==> config.mk <==
export PLATFORM = sky130hd
export DESIGN_NAME = inst_mem_loader
export DESIGN_NICKNAME = d
export VERILOG_FILES = /design/src/rtl/inst_mem_loader_pkg.sv /design/src/rtl/inst_mem_loader_byte_packer.sv /design/src/rtl/inst_mem_loader.sv
export SDC_FILE = /design/constraint.sdc
export NUM_CORES = 1
export LEC_CHECK = 0
export BUFFER_PORTS_ARGS = -buffer_cell sky130_fd_sc_hd__clkbuf_2
export CAP_MARGIN = 20
export CORE_UTILIZATION = 40
export CTS_BUF_LIST = sky130_fd_sc_hd__clkbuf_2 sky130_fd_sc_hd__clkbuf_4 sky130_fd_sc_hd__clkbuf_8
export DETAILED_ROUTE_END_ITERATION = 12
export GPL_TIMING_DRIVEN = 0
export HOLD_SLACK_MARGIN = 0.06
export MAX_ROUTING_LAYER = met4
export PLACE_DENSITY = 0.63
export SLEW_MARGIN = 20
export SYNTH_ARGS = -nofsm -noshare
export SYNTH_HDL_FRONTEND = slang
export SYNTH_SLANG_ARGS = --single-unit
==> constraint.sdc <==
create_clock -name clk -period 4.29 [get_ports clk]
set_input_delay 0.2145 -clock clk [delete_from_list [all_inputs] [get_ports clk]]
set_output_delay 0.2145 -clock clk [all_outputs]
set_load 0.02 [all_outputs]
==> src/rtl/inst_mem_loader_pkg.sv <==
// ---------------------------------------------------------------------------
// inst_mem_loader_pkg
// Shared constants for the instruction-memory loader: HLT word, byte width,
// default widths and the loader state encoding.
// Optional feature macro: INST_LOADER_CHECKSUM_EN (adds the CHECK state).
// ---------------------------------------------------------------------------
package inst_mem_loader_pkg;

    localparam int BYTE_BITS                = 8;
    localparam logic [31:0] HLT_INSTRUCTION = 32'hFFFF_FFFF;

    localparam int DEFAULT_PC_BITS          = 32;
    localparam int DEFAULT_INSTRUCTION_BITS = 32;
    localparam int DEFAULT_INST_ADDRS_BITS  = 10;

    typedef enum logic [2:0] {
        ST_IDLE  = 3'd0,
        ST_RECV  = 3'd1,
        ST_WRITE = 3'd2,
        ST_DONE  = 3'd3
`ifdef INST_LOADER_CHECKSUM_EN
        ,
        ST_CHECK = 3'd4
`endif
    } loader_state_e;

endpackage

==> src/rtl/inst_mem_loader_byte_packer.sv <==
// ---------------------------------------------------------------------------
// inst_mem_loader_byte_packer
// Shift register plus byte counter that packs an MSB-first byte stream into
// instruction words and pulses o_word_ready on the last byte of each word.
// Optional feature macro: INST_LOADER_CHECKSUM_EN (not used in this file).
//
// Ports:
//   clk, rst       clock, synchronous active-high reset
//   i_clear        drop any partial word (start of a new load)
//   i_byte_valid   i_byte is to be shifted in this cycle
//   i_byte         received byte
//   o_word_next    word value including this cycle's byte (valid with ready)
//   o_word_ready   this cycle's byte completes a word
// ---------------------------------------------------------------------------
module inst_mem_loader_byte_packer
    import inst_mem_loader_pkg::*;
#(
    parameter int INSTRUCTION_BITS = DEFAULT_INSTRUCTION_BITS
) (
    input  logic                        clk,
    input  logic                        rst,
    input  logic                        i_clear,
    input  logic                        i_byte_valid,
    input  logic [BYTE_BITS-1:0]        i_byte,
    output logic [INSTRUCTION_BITS-1:0] o_word_next,
    output logic                        o_word_ready
);

    localparam int BYTES_PER_WORD = INSTRUCTION_BITS / BYTE_BITS;
    localparam int CNT_BITS       = (BYTES_PER_WORD > 1) ? $clog2(BYTES_PER_WORD) : 1;
    localparam logic [CNT_BITS-1:0] CNT_LAST = CNT_BITS'(BYTES_PER_WORD - 1);
    localparam logic [CNT_BITS-1:0] CNT_ONE  = CNT_BITS'(1);

    logic [INSTRUCTION_BITS-1:0] word_q, word_d;
    logic [CNT_BITS-1:0]         cnt_q, cnt_d;

    // The completed word is exposed combinationally so the loader can register
    // it into the write-data output on the same edge that enters WRITE.
    always_comb begin
        word_d       = word_q;
        cnt_d        = cnt_q;
        o_word_ready = 1'b0;
        if (i_clear) begin
            word_d = '0;
            cnt_d  = '0;
        end else if (i_byte_valid) begin
            word_d = (word_q << BYTE_BITS) | INSTRUCTION_BITS'(i_byte);
            if (cnt_q == CNT_LAST) begin
                cnt_d        = '0;
                o_word_ready = 1'b1;
            end else begin
                cnt_d = cnt_q + CNT_ONE;
            end
        end
    end

    always_ff @(posedge clk) begin
        if (rst) begin
            word_q <= '0;
            cnt_q  <= '0;
        end else begin
            word_q <= word_d;
            cnt_q  <= cnt_d;
        end
    end

    assign o_word_next = word_d;

endmodule

==> src/rtl/inst_mem_loader.sv <==
// ---------------------------------------------------------------------------
// inst_mem_loader
// Writer side of the instruction-memory load port. Packs UART bytes into
// instructions and writes them from address 0 until the HLT word is written
// or memory is full, then reports completion.
// Optional feature macro: INST_LOADER_CHECKSUM_EN -- after HLT, the next byte
// is compared against a running XOR of all data bytes (o_checksum_err).
//
// Ports:
//   clk, rst            clock, synchronous active-high reset
//   i_start             pulse: begin a load (ignored while busy)
//   i_rx_data/i_rx_done received byte and its one-cycle strobe
//   o_write_inst_mem    one-cycle write enable (also freezes the PC)
//   o_inst_mem_addr     word address, zero-extended
//   o_inst_mem_data     assembled instruction
//   o_busy              loading in progress
//   o_load_done         load finished
//   o_overflow          memory filled before HLT (sticky until i_start)
//   o_checksum_err      checksum mismatch (only with INST_LOADER_CHECKSUM_EN)
//   o_inst_count        words written in the current load
// ---------------------------------------------------------------------------
module inst_mem_loader
    import inst_mem_loader_pkg::*;
#(
    parameter int PC_BITS          = DEFAULT_PC_BITS,
    parameter int INSTRUCTION_BITS = DEFAULT_INSTRUCTION_BITS,
    parameter int INST_ADDRS_BITS  = DEFAULT_INST_ADDRS_BITS
) (
    input  logic                        clk,
    input  logic                        rst,
    input  logic                        i_start,
    input  logic [BYTE_BITS-1:0]        i_rx_data,
    input  logic                        i_rx_done,
    output logic                        o_write_inst_mem,
    output logic [PC_BITS-1:0]          o_inst_mem_addr,
    output logic [INSTRUCTION_BITS-1:0] o_inst_mem_data,
    output logic                        o_busy,
    output logic                        o_load_done,
    output logic                        o_overflow,
`ifdef INST_LOADER_CHECKSUM_EN
    output logic                        o_checksum_err,
`endif
    output logic [INST_ADDRS_BITS:0]    o_inst_count
);

    // HLT is the all-ones word; replicate its byte so wider words still match.
    localparam logic [INSTRUCTION_BITS-1:0] HLT_WORD =
        {(INSTRUCTION_BITS/BYTE_BITS){HLT_INSTRUCTION[BYTE_BITS-1:0]}};
    localparam logic [INST_ADDRS_BITS-1:0] ADDR_LAST = '1;
    localparam logic [INST_ADDRS_BITS-1:0] ADDR_ONE  = INST_ADDRS_BITS'(1);
    localparam logic [INST_ADDRS_BITS:0]   COUNT_ONE = (INST_ADDRS_BITS+1)'(1);

    loader_state_e                 state_q, state_d;
    logic [INST_ADDRS_BITS-1:0]    addr_q, addr_d;
    logic [INST_ADDRS_BITS:0]      count_q, count_d;
    logic                          overflow_q, overflow_d;
    logic                          write_q, write_d;
    logic [PC_BITS-1:0]            mem_addr_q, mem_addr_d;
    logic [INSTRUCTION_BITS-1:0]   mem_data_q, mem_data_d;
    logic                          busy_q, busy_d;
    logic                          done_q, done_d;
`ifdef INST_LOADER_CHECKSUM_EN
    logic [BYTE_BITS-1:0]          csum_q, csum_d;
    logic                          csum_err_q, csum_err_d;
`endif

    logic                          start_take;
    logic                          write_continues;
    logic                          byte_take;
    logic                          word_ready;
    logic [INSTRUCTION_BITS-1:0]   word_next;

    // A byte in the WRITE cycle belongs to the next word only if the load
    // carries on; in the final WRITE cycle it is dropped like any late byte.
    assign start_take      = i_start && ((state_q == ST_IDLE) || (state_q == ST_DONE));
    assign write_continues = (mem_data_q != HLT_WORD) && (addr_q != ADDR_LAST);
    assign byte_take       = i_rx_done &&
                             ((state_q == ST_RECV) || ((state_q == ST_WRITE) && write_continues));

    inst_mem_loader_byte_packer #(
        .INSTRUCTION_BITS (INSTRUCTION_BITS)
    ) u_byte_packer (
        .clk          (clk),
        .rst          (rst),
        .i_clear      (start_take),
        .i_byte_valid (byte_take),
        .i_byte       (i_rx_data),
        .o_word_next  (word_next),
        .o_word_ready (word_ready)
    );

    // Next-state logic. The write strobe, address and data are loaded on the
    // edge that enters WRITE, so the strobe lands one cycle after the last
    // byte. Address and data simply hold outside WRITE.
    always_comb begin
        state_d    = state_q;
        addr_d     = addr_q;
        count_d    = count_q;
        overflow_d = overflow_q;
        write_d    = 1'b0;
        mem_addr_d = mem_addr_q;
        mem_data_d = mem_data_q;
`ifdef INST_LOADER_CHECKSUM_EN
        csum_d     = csum_q;
        csum_err_d = csum_err_q;
        if (byte_take) begin
            csum_d = csum_q ^ i_rx_data;
        end
`endif
        case (state_q)
            ST_IDLE, ST_DONE: begin
                if (start_take) begin
                    state_d    = ST_RECV;
                    addr_d     = '0;
                    count_d    = '0;
                    overflow_d = 1'b0;
`ifdef INST_LOADER_CHECKSUM_EN
                    csum_d     = '0;
                    csum_err_d = 1'b0;
`endif
                end
            end
            ST_RECV: begin
                if (word_ready) begin
                    state_d    = ST_WRITE;
                    write_d    = 1'b1;
                    mem_addr_d = PC_BITS'(addr_q);
                    mem_data_d = word_next;
                end
            end
            ST_WRITE: begin
                count_d = count_q + COUNT_ONE;
                if (mem_data_q == HLT_WORD) begin
`ifdef INST_LOADER_CHECKSUM_EN
                    state_d = ST_CHECK;
`else
                    state_d = ST_DONE;
`endif
                end else if (addr_q == ADDR_LAST) begin
                    state_d    = ST_DONE;
                    overflow_d = 1'b1;
                end else begin
                    addr_d  = addr_q + ADDR_ONE;
                    state_d = ST_RECV;
                    // Only reachable with one-byte words: back-to-back writes.
                    if (word_ready) begin
                        state_d    = ST_WRITE;
                        write_d    = 1'b1;
                        mem_addr_d = PC_BITS'(addr_d);
                        mem_data_d = word_next;
                    end
                end
            end
`ifdef INST_LOADER_CHECKSUM_EN
            ST_CHECK: begin
                if (i_rx_done) begin
                    csum_err_d = (i_rx_data != csum_q);
                    state_d    = ST_DONE;
                end
            end
`endif
            default: begin
                state_d = ST_IDLE;
            end
        endcase

        busy_d = (state_d == ST_RECV) || (state_d == ST_WRITE);
`ifdef INST_LOADER_CHECKSUM_EN
        busy_d = busy_d || (state_d == ST_CHECK);
`endif
        done_d = (state_d == ST_DONE);
    end

    always_ff @(posedge clk) begin
        if (rst) begin
            state_q    <= ST_IDLE;
            addr_q     <= '0;
            count_q    <= '0;
            overflow_q <= 1'b0;
            write_q    <= 1'b0;
            mem_addr_q <= '0;
            mem_data_q <= '0;
            busy_q     <= 1'b0;
            done_q     <= 1'b0;
`ifdef INST_LOADER_CHECKSUM_EN
            csum_q     <= '0;
            csum_err_q <= 1'b0;
`endif
        end else begin
            state_q    <= state_d;
            addr_q     <= addr_d;
            count_q    <= count_d;
            overflow_q <= overflow_d;
            write_q    <= write_d;
            mem_addr_q <= mem_addr_d;
            mem_data_q <= mem_data_d;
            busy_q     <= busy_d;
            done_q     <= done_d;
`ifdef INST_LOADER_CHECKSUM_EN
            csum_q     <= csum_d;
            csum_err_q <= csum_err_d;
`endif
        end
    end

    assign o_write_inst_mem = write_q;
    assign o_inst_mem_addr  = mem_addr_q;
    assign o_inst_mem_data  = mem_data_q;
    assign o_busy           = busy_q;
    assign o_load_done      = done_q;
    assign o_overflow       = overflow_q;
    assign o_inst_count     = count_q;
`ifdef INST_LOADER_CHECKSUM_EN
    assign o_checksum_err   = csum_err_q;
`endif

endmodule

==> qor.yml, run 1 <==
outcome:
  status: "finished with violations"
  violations: "DRC"
floorplan:
  coreArea_um2: 11500
  io_pins: 91
  placementRows: 39
  initial_core_util_pct: 41.5
  die_area_um2: 12400
  die_h_um: 111
  die_x_um: 111
timing:
  fin_crit_sh_pct: 53.0
  clock_skew_ns: 0.0126
  grt_setup_unrepaired: "no"
  period_needed_ns: 2.27
  fin_setup_tns_ns: 0
  slew_headroom_pct: 48.5
  hold_viol: 0
  worst_pin_slew_ns: 0.769
  fmax_mhz: 440
  slew_viol_final: 0
  setup_violations: 0
drt:
  wire_per_inst_um: 14.4
  vias: 3794
  drt-initial-drc-count: 181
  drt-total-wl_mm: 11.0
  first_pass_iters: 8
  ant_nets: 0
  drc: 12
  routed_via_density: 4.96
critical_path:
  cp-end-kind: "flip-flop"
  cp.required_ns: 4.56
  path_class: "reg2reg"
  r2r_slack_ns: 2.02
  cp_top_family: "simple AND/OR/NAND/NOR gates"
  crit_slowest_cell: "or4_4"
  crit_buf_inv: 1
  crit_arrival_ns: 2.54
  critPathLaunchType: "flip-flop"
  crit_chain: "nand4_1, or4_4, o21ai_4, o31a_4, buf_6, mux2_4"
  crit_fanout: 10
  cpPeakStageDelay_ns: 0.60
placement:
  detailed_place_hpwl_mm: 8.30
  gp_congestion: 0.849
  numPortBuffers: 68
  placed_area_um2: 5380
clock_network:
  tritoncts: "done"
  insertion_delay_ns: 0.38
  cts_sinks: 96
  h-tree-depth: 3
  postCtsHoldBufs: 0
  numCtsBuffers: 9
  cts_buffer_depth: 2
  clk_pin_slew_worst_paths_ns: 0.10
  root_buffer: "clkbuf_8"
  ctsResizeCount: 0
  postCtsSetupRepairBufs: 0
synth:
  synth-edff-count: 0
  ys_async_sr_fraction_pct: 0
  ys.flop_type: "dfxtp_1"
  ys_seq_area_share_pct: 40.2
  ys_top_cells_by_area: "dfxtp_1, mux2i_1, nand2b_1"
  synth_cell_types: 55
  synth_area_per_cell_um2: 9.26
  synthesis.area_um2: 4780
  synth-seq-cells: 96
  yosysTopAreaCell: "dfxtp_1"
  synthCells: 516
  ys_warn_count: 0
  synth_top_area_share_pct: 40.2
global_routing:
  grt_pass1_wl_mm: 18.4
  grt_start_max_net_pins: 17
  overflow: 0
  grt_pass1_vias: 3740
  antenna_found_initial: 0
  grt_usage_pct: 19.2
finish:
  final_core_util_pct: 48.7
  final_nets: 633
  final_cell_mix: "dfxtp_1, nand2b_1, clkbuf_2, mux2i_1, nand2_1"
  final_area_um2: 5610
  num_antenna_cells: 0
  drive_gt1_share_pct: 23.8
  final_common_cell: "dfxtp_1"
  synthToLayoutAreaGrowth_pct: 17.4
power_and_ir_drop:
  seqPwrFrac_pct: 53.3
  p_per_area_nw_per_um2: 299
  switchingPower_w: 0.000392
  clockPowerShare_pct: 40.9
  leakage_nw: 2.18
  comb_power_share_pct: 5.8
  intPower_w: 0.00129
  sw_frac_of_total_pct: 23.3
  ir_worst_vdd_v: 0.000215
flow_run:
  maxCapViolations: 0
worst_hold_path:
  hold_path_class: "in2reg"
[flip-flops by register name, indices dropped and copies added (netlist names)]
register              flops
addr_q                   10
u_byte_packer.word_q     24
state_q                   3
o_inst_mem_data          32
o_inst_mem_addr          10
o_overflow                1
o_busy                    1
u_byte_packer.cnt_q       2
o_load_done               1
o_write_inst_mem          1
o_inst_count             11
[worst reg2reg max path, stage by stage (launching register included)]
cell and delay [ns]:
dfxtp_1 0.36, nand4_1 0.14, or4_4 0.60, o21ai_4 0.34
o31a_4 0.23, buf_6 0.18, mux2_4 0.31
[metal layers]
layer,share of wire [%],track usage (%),vias up
met5,0,-,-
met4,1.1,5.41,0
met3,4.2,4.16,14
met2,52,33.8,82
met1,43,21.8,1769
li1,-,-,1929
[power by group through the flow]
| stage | Clock (W) | Combinational (W) | Sequential [W] |
|---|---|---|---|
| after global routing | 0.000736 | 0.000107 | 0.000896 |
| after global placement | 0 | 0.0000967 | 0.000916 |
| after CTS | 0.000704 | 0.0000976 | 0.000895 |
| after detailed placement | 0 | 0.0000975 | 0.000916 |
| after floorplan | 0 | 0.0000744 | 0.000916 |
| final | 0.000686 | 0.0000976 | 0.000895 |
[cells in the mapped netlist (8+ instances only)]
| master | count |
|---|---|
| mux2i_1 | 59 |
| nor2_1 | 28 |
| o21ai_0 | 8 |
| nand2_1 | 50 |
| nor2b_1 | 11 |
| dfxtp_1 | 96 |
| buf_6 | 8 |
| nand2b_1 | 68 |
| a21oi_1 | 17 |
| nand3_1 | 15 |
| or3_1 | 8 |
| clkbuf_1 | 19 |
| buf_4 | 22 |
| nand4_1 | 13 |
[final timing paths]
| kind | depth (start not counted) | endpoint | from |
|---|---|---|---|
| max | 6 | o_inst_mem_addr[7] | o_inst_mem_data[15] |
| min | 3 | u_byte_packer.word_q[5] | i_rx_data[5] |
| max reg2reg | 6 | o_inst_mem_addr[7] | o_inst_mem_data[15] |
| min reg2reg | 2 | u_byte_packer.word_q[16] | u_byte_packer.word_q[16] |
[area by class of cell]
cell class / instances / area (µm²)
buffer: 55 / 354
clock buffer: 11 / 145
clock inverter: 5 / 86.3
fill: 1153 / 5900
inverter: 5 / 23.8
multi-input combinational: 382 / 2560
sequential: 96 / 1920
tap: 143 / 179
timing repair buffer: 68 / 340
[logic make-up (layout without fill, tap and decap cells)]
group,after synthesis,in the layout,share of synthesized area [%]
other,1,23,0.0785
adder cells (fa/ha/maj),4,4,1.05
AO/OA/AOI/OAI,51,51,7.72
multiplexers,71,71,15.7
AND/OR/NAND/NOR,226,226,26.1
flip-flops,96,96,40.2
buffers and inverters,60,144,7.91
XOR/XNOR,7,7,1.28
[through the flow]
step | hold slack [ns] | setup WS, ns | cells | power, W
finish | 0.0730 | 2.02 | 765 | 0.00168
CTS | 0.0724 | 1.98 | 765 | 0.00170
floorplan | 0.357 | 2.13 | 538 | 0.000990
global placement | 0.448 | 2.02 | 749 | 0.00101
global route | 0.0723 | 1.74 | 765 | 0.00174
detailed placement | 0.452 | 2.00 | 749 | 0.00101
Power figures use the tool's default switching activity.
==> run 2: changes to the inputs <==
--- a/config.mk
+++ b/config.mk
@@ -5,6 +5,7 @@
 export SDC_FILE = /design/constraint.sdc
 export NUM_CORES = 1
 export LEC_CHECK = 0
+export ABC_AREA = 1
 export BUFFER_PORTS_ARGS = -buffer_cell sky130_fd_sc_hd__clkbuf_2
 export CAP_MARGIN = 20
 export CORE_UTILIZATION = 40
==> constraint.sdc (replaced) <==
create_clock -name clk -period 2.35 [get_ports clk]
set_input_delay 0.1175 -clock clk [delete_from_list [all_inputs] [get_ports clk]]
set_output_delay 0.1175 -clock clk [all_outputs]
set_load 0.02 [all_outputs]
==> run 2 against run 1 <==
The run now ends clean. Area after synthesis decreased by 2.0%. Synthesized cell count grew 14%. Via count up 12%. Register-to-register slack worse by 1.8 ns. Clock power increased by 62%. Setup slack worse by 1.8 ns. Combinational power grew to 2.6 times the previous value. Core utilization down 0.27 points. Non-clock buffer count is 5 higher. Total power increased by 89%. Wire length increased by 9.2%.
==> qor.yml, run 2 <==
flow_run:
  maxCapViolations: 0  # unchanged
synth:
  synth_most_common_cell: "dfxtp_1"  # unchanged
  synth_common_cells: "dfxtp_1, nand2_1, a21oi_1"  # was dfxtp_1, nand2b_1, mux2i_1
  ys_top_cells_by_area: "dfxtp_1, nand2_1, a21oi_1"  # was dfxtp_1, mux2i_1, nand2b_1
  yosysTopAreaCell: "dfxtp_1"  # unchanged
  synth_cell_types: 40  # was 55
  synthesis.area_um2: 4680  # was 4780 µm²
  synth_top_area_share_pct: 44.4  # was 40.2%
  ys_warn_count: 0  # unchanged
  ys.flop_type: "dfxtp_1"  # unchanged
  synth-seq-cells: 104  # was 96
  synthCells: 587  # was 516
  ys_seq_area_share_pct: 44.4  # was 40.2%
  ys_async_sr_fraction_pct: 0  # unchanged
  synth-edff-count: 0  # unchanged
  synth_area_per_cell_um2: 7.98  # was 9.26 µm²
finish:
  final_common_cell: "dfxtp_1"  # unchanged
  regArea_um2: 2080  # was 1920 µm²
  num_antenna_cells: 0  # unchanged
  fillers: 1161  # was 1153
  final_cell_mix: "dfxtp_1, nand2_1, clkbuf_2, a21oi_1, nor2_1"  # was dfxtp_1, nand2b_1, clkbuf_2, mux2i_1, nand2_1
  final_nets: 709  # was 633
  drive_gt1_share_pct: 24.8  # was 23.8%
  multi_input_area_um2: 2110  # was 2560 µm²
  synthToLayoutAreaGrowth_pct: 18.1  # was 17.4%
clock_network:
  root_buffer: "clkbuf_8"  # unchanged
  ctsResizeCount: 0  # unchanged
  h-tree-depth: 3  # unchanged
  cts_sinks: 104  # was 96
  insertion_delay_ns: 0.39  # was 0.38 ns
  tritoncts: "done"  # unchanged
  cts_buffer_depth: 2  # unchanged
  clk_pin_slew_worst_paths_ns: 0.10  # about the same
  numCtsBuffers: 9  # unchanged
timing:
  setup_violations: 0  # unchanged
  slew_viol_final: 0  # unchanged
  clock_skew_ns: 0.0179  # was 0.0126 ns
  hold_viol: 0  # unchanged
  hold_slack_ns: 0.0637  # was 0.0730 ns
  fin_setup_tns_ns: 0  # unchanged
  worst_pin_slew_ns: 0.611  # was 0.769 ns
  grt_setup_unrepaired: "no"  # unchanged
  fmax_mhz: 476  # was 440 MHz
  period_needed_ns: 2.10  # was 2.27 ns
  fin_crit_sh_pct: 89.4  # was 53.0%
  slew_headroom_pct: 59.3  # was 48.5%
worst_hold_path:
  hold_path_class: "in2reg"  # unchanged
  hold_path_depth: 3  # unchanged
  hp-start: "i_rx_data[6]"  # was i_rx_data[5]
  hold_end: "u_byte_packer.word_q[6]"  # was u_byte_packer.word_q[5]
drt:
  drt-total-wl_mm: 12.0  # was 11.0 mm
  vias: 4244  # was 3794
  ant_nets: 0  # unchanged
  routed_via_density: 5.05  # was 4.96
  first_pass_iters: 5  # was 8
  drc: 0  # was 12
  drt-initial-drc-count: 163  # was 181
  wire_per_inst_um: 14.3  # was 14.4 µm
floorplan:
  io_pins: 91  # unchanged
  initial_core_util_pct: 41.0  # was 41.5%
  die_x_um: 110  # was 111 µm
  die_area_um2: 12100  # was 12400 µm²
  coreArea_um2: 11400  # was 11500 µm²
  die_h_um: 110  # was 111 µm
  placementRows: 39  # unchanged
global_routing:
  grt_pass1_vias: 3874  # was 3740
  grt_start_max_net_pins: 21  # was 17
  grt_usage_pct: 21.4  # was 19.2%
  overflow: 0  # unchanged
  grt_pass1_wl_mm: 19.3  # was 18.4 mm
  antenna_found_initial: 0  # unchanged
critical_path:
  path_class: "reg2reg"  # unchanged
  path_common_cell: "nand2_1"
  r2r-end: "o_inst_mem_data[22]"  # was o_inst_mem_addr[7]
  crit_fanout: 10  # unchanged
  r2r_slack_ns: 0.25  # was 2.02 ns
  critPathLaunchType: "flip-flop"  # unchanged
  cp.required_ns: 2.61  # was 4.56 ns
  crit_chain: "nand2_1, nor2_1, nand2_1, nor2_1, nand2_1, nand3_2, nand2_4, nand2_8, buf_2, a21oi_1, o21ai_0, a21oi_1"  # was nand4_1, or4_4, o21ai_4, o31a_4, buf_6, mux2_4
  cp-end-kind: "flip-flop"  # unchanged
  crit_arrival_ns: 2.36  # was 2.54 ns
  r2r_cells: 12  # was 6
  reg2reg_from: "o_inst_mem_data[15]"  # unchanged
  cpPeakStageDelay_ns: 0.42  # was 0.60 ns
  crit_slowest_cell: "dfxtp_1"  # was or4_4
power_and_ir_drop:
  comb_power_share_pct: 8.1  # was 5.8%
  switchingPower_w: 0.000882  # was 0.000392 W
  clockPowerShare_pct: 35.1  # was 40.9%
  p_per_area_nw_per_um2: 574  # was 299 nW/µm²
  ir_worst_vdd_v: 0.000276  # was 0.000215 V
  intPower_w: 0.00230  # was 0.00129 W
  seqPwrFrac_pct: 56.8  # was 53.3%
  sw_frac_of_total_pct: 27.8  # was 23.3%
  leakage_nw: 2.23  # was 2.18 nW
placement:
  numPortBuffers: 68  # unchanged
  gp_congestion: 0.858  # was 0.849
  detailed_place_hpwl_mm: 9.04  # was 8.30 mm
outcome:
  status: "finished clean"  # was finished with violations
## run 2: cell types whose count changed in the layout (fill, tap and decap cells not counted), sizes merged, moves of 12 or more
cell,change
inv,+45
mux2,-12
a21oi,+55
nand2b,-68
nor2,+36
mux2i,-59
nand2,+44
o21ai,+64
## run 2: power groups by stage
stage                     Combinational (W)  Sequential (W)  Clock (W)
after floorplan                    0.000189         0.00185          0
after global placement             0.000244         0.00185          0
after detailed placement           0.000250         0.00185          0
after CTS                          0.000257         0.00181    0.00113
after global routing               0.000287         0.00181    0.00121
final                              0.000258         0.00181    0.00111
## run 2: critical path, delay by kind of cell, from the launching register on
| family | cells | cell delay [ns] |
|---|---|---|
| buf+inv | 1 | 0.24 |
| simple gates | 8 | 0.93 |
| flops | 1 | 0.42 |
| compound gates | 3 | 0.39 |
## run 2: area by class of cell
type	instances	share of cell area [%]
Clock inverter	7	1.31
Clock buffer	9	2.24
Timing Repair Buffer	73	7.06
Tap cell	143	3.23
Sequential cell	104	37.6
Multi-Input combinational cell	403	38.2
Inverter	47	3.23
Buffer	55	7.12
## run 2: routing by layer
layer / global-route usage [%] / routed length, µm / vias to the layer above
met5: - / 0 / -
met4: 7.89 / 176 / 0
met3: 3.47 / 580 / 18
met2: 32.4 / 5520 / 124
met1: 28.9 / 5770 / 1958
li1: - / - / 2144
## run 2: how the worst max path moves through the flow
stage / from / to / slack (ns) / cells after the start
finish: o_inst_mem_data[15] / o_inst_mem_data[22] / 0.25 / 12
global route: addr_q[1] / o_inst_mem_data[22] / 0.04 / 11
detailed placement: addr_q[1] / o_inst_mem_data[22] / 0.28 / 11
CTS: o_inst_mem_data[13] / o_inst_mem_data[22] / 0.26 / 12
global placement: o_inst_mem_data[13] / o_inst_mem_data[22] / 0.33 / 12
floorplan: addr_q[1] / o_inst_mem_data[0] / 0.62 / 12
## run 2: logic make-up (layout without fill, tap and decap cells)
kind of cell	Yosys count	count (layout)	share of synthesized area (%)
adders and majority gates	4	4	1.07
AOI/OAI and AO/OA	182	182	23.7
DFF	104	104	44.4
buffers and inverters	102	191	12.2
other	1	23	0.0801
and+or+nand+nor	194	194	18.5
## run 2: stage by stage
stage	util (%)	worst slack, ns	cell area, µm²	std cells	power, W
2_1_floorplan	-	0.619	4770	609	0.00203
3_3_place_gp	46.3	0.330	5290	820	0.00209
3_5_place_dp	46.3	0.281	5290	820	0.00210
4_1_cts	48.5	0.261	5530	841	0.00319
5_1_grt	48.5	0.0438	5530	841	0.00330
6_report	48.5	0.249	5530	841	0.00318
## run 2: repair_timing
action	4_1_cts	5_1_grt
hold buffers	5	0
setup buffers	0	0
hold endpoints to repair	6	0
==> run 3: changes to the inputs <==
--- a/config.mk
+++ b/config.mk
@@ -8,13 +8,13 @@
 export ABC_AREA = 1
 export BUFFER_PORTS_ARGS = -buffer_cell sky130_fd_sc_hd__clkbuf_2
 export CAP_MARGIN = 20
-export CORE_UTILIZATION = 40
+export CORE_UTILIZATION = 55
 export CTS_BUF_LIST = sky130_fd_sc_hd__clkbuf_2 sky130_fd_sc_hd__clkbuf_4 sky130_fd_sc_hd__clkbuf_8
 export DETAILED_ROUTE_END_ITERATION = 12
 export GPL_TIMING_DRIVEN = 0
 export HOLD_SLACK_MARGIN = 0.06
 export MAX_ROUTING_LAYER = met4
-export PLACE_DENSITY = 0.63
+export PLACE_DENSITY = 0.79
 export SLEW_MARGIN = 20
 export SYNTH_ARGS = -nofsm -noshare
 export SYNTH_HDL_FRONTEND = slang
==> run 3 against run 2 <==
Core utilization rose by 18 points. Design area decreased by 1.4%. Sequential cell count did not move. Non-clock buffer count is 2 lower. Sequential power hardly changed. Total power down 1.3%. Critical path depth unchanged. Sequential share of layout area rose by 0.53 points. First-iteration DRC count grew 15%. Via count is essentially flat. Critical path type unchanged. Critical endpoint unchanged.
==> qor.yml, run 3 (synthesis gave the netlist of run 2 again) <==
outcome:
  status: "finished clean"  # unchanged
drt:
  first_pass_iters: 5  # unchanged
  wire_per_inst_um: 13.9  # was 14.3 µm
  routed_via_density: 5.30  # was 5.05
  vias: 4245  # was 4244
  drc: 0  # unchanged
  drt-total-wl_mm: 11.1  # was 12.0 mm
  drt-initial-drc-count: 187  # was 163
  ant_nets: 0  # unchanged
floorplan:
  placementRows: 33  # was 39
  initial_core_util_pct: 57.0  # was 41.0%
  die_x_um: 94.3  # was 110 µm
  die_h_um: 94.3  # was 110 µm
  die_area_um2: 8890  # was 12100 µm²
  coreArea_um2: 8220  # was 11400 µm²
  io_pins: 91  # unchanged
timing:
  fin_crit_sh_pct: 89.2  # was 89.4%
  clock_skew_ns: 0.0153  # was 0.0179 ns
  worst_slack_ns: 0.255  # was 0.249 ns
  hold_slack_ns: 0.0714  # was 0.0637 ns
  grt_setup_unrepaired: "no"  # unchanged
  fmax_mhz: 477  # was 476 MHz
  worst_pin_slew_ns: 0.629  # was 0.611 ns
  fin_setup_tns_ns: 0  # unchanged
  setup_violations: 0  # unchanged
  slew_viol_final: 0  # unchanged
  period_needed_ns: 2.10  # about the same
  slew_headroom_pct: 58.1  # was 59.3%
  hold_viol: 0  # unchanged
power_and_ir_drop:
  ir_worst_vdd_v: 0.000339  # was 0.000276 V
  total_power_w: 0.00314  # was 0.00318 W
  p_per_area_nw_per_um2: 575  # was 574 nW/µm²
  leakage_nw: 2.21  # was 2.23 nW
critical_path:
  path_class: "reg2reg"  # unchanged
  crit_arrival_ns: 2.35  # was 2.36 ns
  cp.required_ns: 2.61  # about the same
  startpoint: "o_inst_mem_data[28]"  # was o_inst_mem_data[15]
  cp-end-kind: "flip-flop"  # unchanged
  critPathLaunchType: "flip-flop"  # unchanged
  reg2reg_from: "o_inst_mem_data[28]"  # was o_inst_mem_data[15]
  crit_fanout: 10  # unchanged
global_routing:
  overflow: 0  # unchanged
  grt_pass1_wl_mm: 18.2  # was 19.3 mm
  antenna_found_initial: 0  # unchanged
  grt_usage_pct: 27.4  # was 21.4%
  grt_pass1_vias: 3841  # was 3874
  grt_start_max_net_pins: 20  # was 21
finish:
  drive_gt1_share_pct: 24.9  # was 24.8%
  synthToLayoutAreaGrowth_pct: 16.5  # was 18.1%
  final_cell_mix: "dfxtp_1, nand2_1, clkbuf_2, a21oi_1, nor2_1"  # unchanged
  final_nets: 707  # was 709
  final_common_cell: "dfxtp_1"  # unchanged
  fillers: 703  # was 1161
  num_antenna_cells: 0  # unchanged
  final_core_util_pct: 66.4  # was 48.5%
clock_network:
  numCtsBuffers: 9  # unchanged
  h-tree-depth: 3  # unchanged
  tritoncts: "done"  # unchanged
  ctsResizeCount: 0  # unchanged
  cts_buffer_depth: 2  # unchanged
  postCtsSetupRepairBufs: 0  # unchanged
  clk_pin_slew_worst_paths_ns: 0.11  # was 0.10 ns
  root_buffer: "clkbuf_8"  # unchanged
  cts_sinks: 104  # unchanged
  postCtsHoldBufs: 3  # was 5
  insertion_delay_ns: 0.38  # was 0.39 ns
placement:
  numPortBuffers: 68  # unchanged
  detailed_place_hpwl_mm: 8.35  # was 9.04 mm
  gp_congestion: 0.843  # was 0.858
  preCtsSetupSlack_ns: 0.314  # was 0.281 ns
worst_hold_path:
  hold_path_class: "in2reg"  # unchanged
  hp-start: "i_rx_data[7]"  # was i_rx_data[6]
flow_run:
  maxCapViolations: 0  # unchanged
[run 3: worst paths after layout]
kind | endpoint | slack (ns) | cells after the start
worst max-delay path | o_inst_mem_data[22] | 0.25 | 12
worst min-delay path | u_byte_packer.word_q[7] | 0.07 | 3
worst max register to register | o_inst_mem_data[22] | 0.25 | 12
worst min register to register | o_overflow | 0.47 | 2
[run 3: area by class of cell]
| cell class | instances | area (µm²) | share of cell area [%] |
|---|---|---|---|
| clock inverters | 7 | 63.8 | 1.17 |
| well taps | 105 | 131 | 2.41 |
| plain buffers | 55 | 394 | 7.22 |
| repair buffers | 71 | 370 | 6.79 |
| flip-flops and latches | 104 | 2080 | 38.2 |
| clock buffers | 9 | 124 | 2.27 |
| multi-input cells | 403 | 2110 | 38.7 |
| inverters | 47 | 179 | 3.28 |
[run 3: per-layer routing]
layer	global-route usage [%]	routed length [µm]	part of all wire [%]	vias to the layer above
li1	-	-	-	2141
met1	35.2	5120	46	1945
met2	43.1	5260	47	140
met3	4.85	588	5.3	19
met4	10.0	169	1.5	0
met5	-	0	0	-
[run 3: metrics by stage]
stage	cell area, µm²	cells
2_1_floorplan	4770	609
5_1_grt	5460	801
6_report	5460	801
3_5_place_dp	5240	782
3_3_place_gp	5240	782
4_1_cts	5460	801
[run 3: report_power, final]
part           internal (W)  switching (W)
logic             0.0000872       0.000166
registers           0.00179      0.0000185
clock network      0.000407       0.000670
[run 3: worst max-delay path, stage by stage, from the launching register on]
cell,delay [ns]
dfxtp_1,0.39
nand2_1,0.09
nor2_1,0.20
nand2_1,0.08
nor2_1,0.16
nand2_1,0.11
nand3_2,0.13
nand2_4,0.09
nand2_8,0.10
buf_2,0.23
a21oi_1,0.09
o21ai_0,0.19
a21oi_1,0.11
